--- config.mk ---
export PLATFORM = sky130hd
export DESIGN_NAME = alu_operand_forward_unit
export DESIGN_NICKNAME = d
export VERILOG_FILES = /design/src/rtl/alu_operand_forward_unit.sv
export SDC_FILE = /design/constraint.sdc
export NUM_CORES = 1
export LEC_CHECK = 0
export BUFFER_PORTS_ARGS = -buffer_cell sky130_fd_sc_hd__buf_4
export CAP_MARGIN = 20
export CORE_MARGIN = 1
export CORE_UTILIZATION = 47
export DETAILED_ROUTE_END_ITERATION = 10
export MAX_ROUTING_LAYER = met4
export PLACE_DENSITY_LB_ADDON = 0.05
export REMOVE_ABC_BUFFERS = 1
export SLEW_MARGIN = 10
export SYNTH_ARGS = -nofsm -noshare
export SYNTH_HDL_FRONTEND = slang
export SYNTH_SLANG_ARGS = --single-unit
--- constraint.sdc ---
create_clock -name clk -period 4.1 [get_ports clk]
set_clock_uncertainty 0.15 [all_clocks]
set_input_delay 0.82 -clock clk [delete_from_list [all_inputs] [get_ports clk]]
set_output_delay 0.82 -clock clk [all_outputs]
set_load 0.02 [all_outputs]
--- src/rtl/alu_operand_forward_unit.sv ---
// -----------------------------------------------------------------------------
// alu_operand_forward_unit
//
// ID/EX operand delivery. Each source operand is taken from the newest
// in-flight producer (ALU, then MEM, then WB) or from the register file read
// data, and registered into EX. A load in the ALU stage whose destination is
// read by the instruction in ID is a load-use hazard: IF/ID is stalled, EX
// gets a bubble, and the unit waits in LOAD_WAIT until the load data is
// valid in MEM. If memory stays not-ready too long, a sticky timeout is raised.
//
// Ports
//   clk, reset                   clock (rising edge), async active-low reset
//   id_valid                     ID holds a valid instruction
//   rs1_addr_id/rs2_addr_id      ID source register addresses
//   rs1_data_id/rs2_data_id      register file read data
//   rd_addr_alu/rd_we_alu        ALU-stage destination and write enable
//   is_load_alu, alu_result      ALU-stage load flag and result
//   rd_addr_mem/rd_we_mem        MEM-stage destination and write enable
//   mem_result, mem_ready        MEM-stage writeback value and load-data valid
//   rd_addr_wb/rd_we_wb, wb_data WB-stage destination, enable and data
//   operand1_ex/operand2_ex      registered EX operands
//   fwd_sel1_ex/fwd_sel2_ex      registered operand source: 0=RF 1=ALU 2=MEM 3=WB
//   ex_valid                     EX holds a valid instruction (0 = bubble)
//   stall_if_id                  combinational hold of PC and IF/ID
//   mem_timeout                  sticky: load data wait exceeded MAX_WAIT
// -----------------------------------------------------------------------------
module alu_operand_forward_unit #(
    parameter int DATA_WIDTH     = 32,
    parameter int REG_ADDR_WIDTH = 5,
    parameter int MAX_WAIT       = 15
) (
    input  logic                      clk,
    input  logic                      reset,
    input  logic                      id_valid,
    input  logic [REG_ADDR_WIDTH-1:0] rs1_addr_id,
    input  logic [REG_ADDR_WIDTH-1:0] rs2_addr_id,
    input  logic [DATA_WIDTH-1:0]     rs1_data_id,
    input  logic [DATA_WIDTH-1:0]     rs2_data_id,
    input  logic [REG_ADDR_WIDTH-1:0] rd_addr_alu,
    input  logic                      rd_we_alu,
    input  logic                      is_load_alu,
    input  logic [DATA_WIDTH-1:0]     alu_result,
    input  logic [REG_ADDR_WIDTH-1:0] rd_addr_mem,
    input  logic                      rd_we_mem,
    input  logic [DATA_WIDTH-1:0]     mem_result,
    input  logic                      mem_ready,
    input  logic [REG_ADDR_WIDTH-1:0] rd_addr_wb,
    input  logic                      rd_we_wb,
    input  logic [DATA_WIDTH-1:0]     wb_data,
    output logic [DATA_WIDTH-1:0]     operand1_ex,
    output logic [DATA_WIDTH-1:0]     operand2_ex,
    output logic [1:0]                fwd_sel1_ex,
    output logic [1:0]                fwd_sel2_ex,
    output logic                      ex_valid,
    output logic                      stall_if_id,
    output logic                      mem_timeout
);

    localparam int CNT_W = $clog2(MAX_WAIT + 1);

    localparam logic [1:0] SEL_RF  = 2'd0;
    localparam logic [1:0] SEL_ALU = 2'd1;
    localparam logic [1:0] SEL_MEM = 2'd2;
    localparam logic [1:0] SEL_WB  = 2'd3;

    typedef enum logic {
        RUN       = 1'b0,
        LOAD_WAIT = 1'b1
    } state_t;

    state_t           state;
    state_t           state_next;
    logic [CNT_W-1:0] wait_cnt;

    // Register x0 is hard-wired zero and never forwarded.
    function automatic logic hit(input logic [REG_ADDR_WIDTH-1:0] src,
                                 input logic [REG_ADDR_WIDTH-1:0] rd,
                                 input logic                      we);
        return we && (rd != '0) && (rd == src);
    endfunction

    // Newest producer wins. A load in the ALU stage has no data yet, so it
    // cannot be a forwarding source (that case is the load-use stall).
    function automatic logic [1:0] pick_sel(input logic [REG_ADDR_WIDTH-1:0] src,
                                            input logic [REG_ADDR_WIDTH-1:0] rd_a,
                                            input logic                      we_a,
                                            input logic                      ld_a,
                                            input logic [REG_ADDR_WIDTH-1:0] rd_m,
                                            input logic                      we_m,
                                            input logic [REG_ADDR_WIDTH-1:0] rd_w,
                                            input logic                      we_w);
        if (!ld_a && hit(src, rd_a, we_a))
            return SEL_ALU;
        else if (hit(src, rd_m, we_m))
            return SEL_MEM;
        else if (hit(src, rd_w, we_w))
            return SEL_WB;
        else
            return SEL_RF;
    endfunction

    function automatic logic [DATA_WIDTH-1:0] pick_data(input logic [1:0]            sel,
                                                        input logic [DATA_WIDTH-1:0] rf,
                                                        input logic [DATA_WIDTH-1:0] a,
                                                        input logic [DATA_WIDTH-1:0] m,
                                                        input logic [DATA_WIDTH-1:0] w);
        case (sel)
            SEL_ALU: return a;
            SEL_MEM: return m;
            SEL_WB:  return w;
            default: return rf;
        endcase
    endfunction

    logic [1:0]            sel1_p0;
    logic [1:0]            sel2_p0;
    logic [DATA_WIDTH-1:0] op1_p0;
    logic [DATA_WIDTH-1:0] op2_p0;
    logic                  load_use;
    logic                  stall_c;

    // ---- ID stage: operand selection and hazard detection ----
    always_comb begin
        sel1_p0  = pick_sel(rs1_addr_id, rd_addr_alu, rd_we_alu, is_load_alu,
                            rd_addr_mem, rd_we_mem, rd_addr_wb, rd_we_wb);
        sel2_p0  = pick_sel(rs2_addr_id, rd_addr_alu, rd_we_alu, is_load_alu,
                            rd_addr_mem, rd_we_mem, rd_addr_wb, rd_we_wb);
        op1_p0   = pick_data(sel1_p0, rs1_data_id, alu_result, mem_result, wb_data);
        op2_p0   = pick_data(sel2_p0, rs2_data_id, alu_result, mem_result, wb_data);
        load_use = id_valid && is_load_alu &&
                   (hit(rs1_addr_id, rd_addr_alu, rd_we_alu) ||
                    hit(rs2_addr_id, rd_addr_alu, rd_we_alu));
    end

    always_comb begin
        state_next = state;
        stall_c    = 1'b0;
        case (state)
            RUN: begin
                stall_c = load_use;
                if (load_use)
                    state_next = LOAD_WAIT;
            end
            LOAD_WAIT: begin
                stall_c = !mem_ready;
                if (mem_ready)
                    state_next = RUN;
            end
            default: state_next = RUN;
        endcase
    end

    // Reset is asynchronous, so the stall must drop with it, not at the next edge.
    assign stall_if_id = reset && stall_c;

    always_ff @(posedge clk or negedge reset) begin
        if (!reset)
            state <= RUN;
        else
            state <= state_next;
    end

    // ---- EX stage register ----
    always_ff @(posedge clk or negedge reset) begin
        if (!reset) begin
            operand1_ex <= '0;
            operand2_ex <= '0;
            fwd_sel1_ex <= SEL_RF;
            fwd_sel2_ex <= SEL_RF;
            ex_valid    <= 1'b0;
            mem_timeout <= 1'b0;
            wait_cnt    <= '0;
        end else begin
            case (state)
                RUN: begin
                    if (load_use) begin
                        operand1_ex <= '0;
                        operand2_ex <= '0;
                        fwd_sel1_ex <= SEL_RF;
                        fwd_sel2_ex <= SEL_RF;
                        ex_valid    <= 1'b0;
                        wait_cnt    <= '0;
                    end else begin
                        operand1_ex <= op1_p0;
                        operand2_ex <= op2_p0;
                        fwd_sel1_ex <= sel1_p0;
                        fwd_sel2_ex <= sel2_p0;
                        ex_valid    <= id_valid;
                    end
                end
                LOAD_WAIT: begin
                    if (mem_ready) begin
                        // The load has reached MEM, so normal priority picks its data.
                        operand1_ex <= op1_p0;
                        operand2_ex <= op2_p0;
                        fwd_sel1_ex <= sel1_p0;
                        fwd_sel2_ex <= sel2_p0;
                        ex_valid    <= id_valid;
                    end else begin
                        ex_valid <= 1'b0;
                        if (wait_cnt == CNT_W'(MAX_WAIT))
                            mem_timeout <= 1'b1;
                        else
                            wait_cnt <= wait_cnt + CNT_W'(1);
                    end
                end
                default: ex_valid <= 1'b0;
            endcase
        end
    end

endmodule
==> impl_metrics.tcl <==
set metrics [dict create \
    status "complete, no violations" \
    routed-wl-met3_um 1880 \
    fillCellCount 920 \
    num-nets-final 1059 \
    rows 38 \
    leakagePower_nw 3.40 \
    syn_avg_cell_area_sq_um 8.31 \
    yosysWarnings 0 \
    die_area_sq_mm 0.0116 \
    fin_util_pct 69.0 \
    grt_overflow 0 \
    start_util_pct 48.4 \
    totalWireLength_um 19800 \
    final_hold_viol_count 0 \
    synth_top_area_cell "dfrtp_1" \
    cts_resized 0 \
    grt_pass1_wl_um 30200 \
    worst-path-buf-inv 2 \
    io_buffers 263 \
    crit_type "in2out" \
    ys_ff_latch 75 \
    drive_above_1_share_pct 34.8 \
    slew_viol_final 0 \
    synth.most_common_cell "nand2_1" \
    drc 0 \
    period_needed_ps 3480 \
    via_per_inst 5.99 \
    dp_hpwl_um 13600 \
    synthMuxAreaShare_pct 3.44 \
    cp_max_fo 3 \
    end_kind "output port" \
    yosys.area.top_type_share_pct 35.8 \
    yosysSeqAreaShare_pct 35.8 \
    cts_sinks 75 \
    cp-start-kind "primary input" \
    crit_chain "buf_4 -> or4_1 -> or2_1 -> nand2_1 -> a2111oi_4 -> or2_2 -> and2_1 -> buf_4" \
    crit_family "simple AND/OR/NAND/NOR gates" \
    synthAdderAreaFrac_pct 0.239 \
    area_growth_pct 42.5 \
    p_per_area_mw_per_mm2 282 \
    clk_latency_ps 360 \
    path_clk_slew_ps 90 \
    critPathSlowestCell "or4_1" \
    cts_setup_buffers 0 \
    met2_length_um 9460 \
    root_buffer "clkbuf_8" \
    die_w_um 108 \
    grt_use_total_pct 35.2 \
    synth_compound_area_share_pct 27.2 \
    clockBufferDepth 2 \
    cts_max_level 3 \
    ctsHoldBuffers 0 \
    grt_pass1_vias 6086 \
    final-setup-viol-count 0 \
    cap_violations 0 \
    synth-async-reset-ratio_pct 100 \
    finalSetupTns_ps 0 \
    slowest_delay_ps 520 \
    die_h_um 108 \
    antenna_found_initial 0 \
    io_pins 264 \
    n_antenna_cell 0 \
    coreArea_sq_mm 0.0108 \
    postSynthCellCount 631 \
    cp.required_ps 3130 \
    synth-simple-area-share_pct 22.1 \
    power_mw 2.11 \
    topRoutingLayerUsed "met4" \
    gp_congestion 0.867 \
    yosys.area_share.xor_xnor_pct 5.34 \
    wl_met1_um 7700 \
    ys_top_cells_by_count "nand2_1, nor2_1, dfrtp_1" \
    syn_area_sq_mm 0.00524 \
    synth_top_family_by_area "compound AO/OA/AOI/OAI gates" \
    min_period_over_period_pct 84.9 \
    hold_path.class "in2async" \
    worst_path_most_repeated_cell "buf_4" \
    rsz0062_at_grt "false" \
    clock.fmax_mhz 287 \
    max-slew-margin-rel_pct 38.6 \
    first_pass_iters 5 \
    drt_iter0_drc 495 \
    max-vdd-ir-drop_uv 150 \
    arrival_ps 2510 \
    synth_edf_count 0 \
    worst_slew_pin_slew_ps 922 \
    cts_tree "yes" \
    grt_max_degree 59 \
    synthFlopType "dfrtp_1" \
    via_count 6042 \
    synth_area_leaders "dfrtp_1, o31ai_1, nand2_1" \
    cts_buffers 9 \
    wire_per_inst_um 19.6 \
    ant_nets 0 \
    synth_cell_types 40 \
]
-- layer usage --
metal  global-route usage [%]  up-vias
met2                     58.2      367
met5                        -        -
li1                         -     2778
met1                     41.1     2841
met3                     7.63       56
met4                     15.2        0
-- through the flow --
step | std cells | setup WS, ps | hold slack [ps] | instance area [sq um]
finish | 1008 | 617 | 182 | 7470
global placement | 994 | 628 | 311 | 7260
CTS | 1008 | 626 | 182 | 7470
global route | 1008 | 553 | 178 | 7470
floorplan | 574 | -766 | 374 | 4950
detailed placement | 994 | 631 | 312 | 7260
-- registers in the layout, indices dropped and copies added, names as in the netlist --
register	count
state	1
mem_timeout	1
operand1_ex	32
fwd_sel1_ex	2
wait_cnt	4
ex_valid	1
fwd_sel2_ex	2
operand2_ex	32
-- logic make-up after synthesis --
group,Yosys count
AO/OA/AOI/OAI,195
XOR/XNOR,32
adder cells (fa/ha/maj),1
buffers and inverters,61
flip-flops,75
multiplexers,18
AND/OR/NAND/NOR,249
-- cells in the final DEF, fill, tap and decap left out, types with 17 or more instances in the layout --
cell	Yosys	routed
nor2_1	81	81
buf_4	1	280
dfrtp_1	75	75
xnor2_1	17	17
nand2_1	90	90
nor3_1	21	20
a2bb2oi_1	34	34
mux2i_1	18	18
a21o_1	18	18
a311oi_1	18	18
o31ai_1	51	51
o21ai_0	54	54
-- final timing paths --
kind,start,end,slack (ps),depth (start not counted)
hold reg to reg,operand1_ex[17],operand1_ex[17],330,2
max in group asynchronous,reset,operand1_ex[15],2560,2
setup reg to reg,state,operand1_ex[30],2050,4
setup / recovery,rd_addr_alu[0],stall_if_id,620,8
hold / removal,reset,operand2_ex[19],180,1
min in group clk,operand1_ex[17],operand1_ex[17],330,2
-- area by class of cell --
| cell class | instances | area [sq um] | share of cell area, % |
|---|---|---|---|
| well taps | 140 | 175 | 2.34 |
| clock buffers | 12 | 155 | 2.08 |
| flip-flops and latches | 75 | 1880 | 25.1 |
| repair buffers | 280 | 2100 | 28.1 |
| inverters | 4 | 15.0 | 0.201 |
| clock inverters | 2 | 60.1 | 0.803 |
| multi-input cells | 495 | 3090 | 41.3 |
-- power breakdown --
group	leakage (nW)	internal, mW	switching (mW)
Sequential	0.891	0.815	0.0497
Combinational	2.40	0.297	0.292
Clock	0.109	0.370	0.283
No activity file was read; power rests on OpenSTA's default activity.
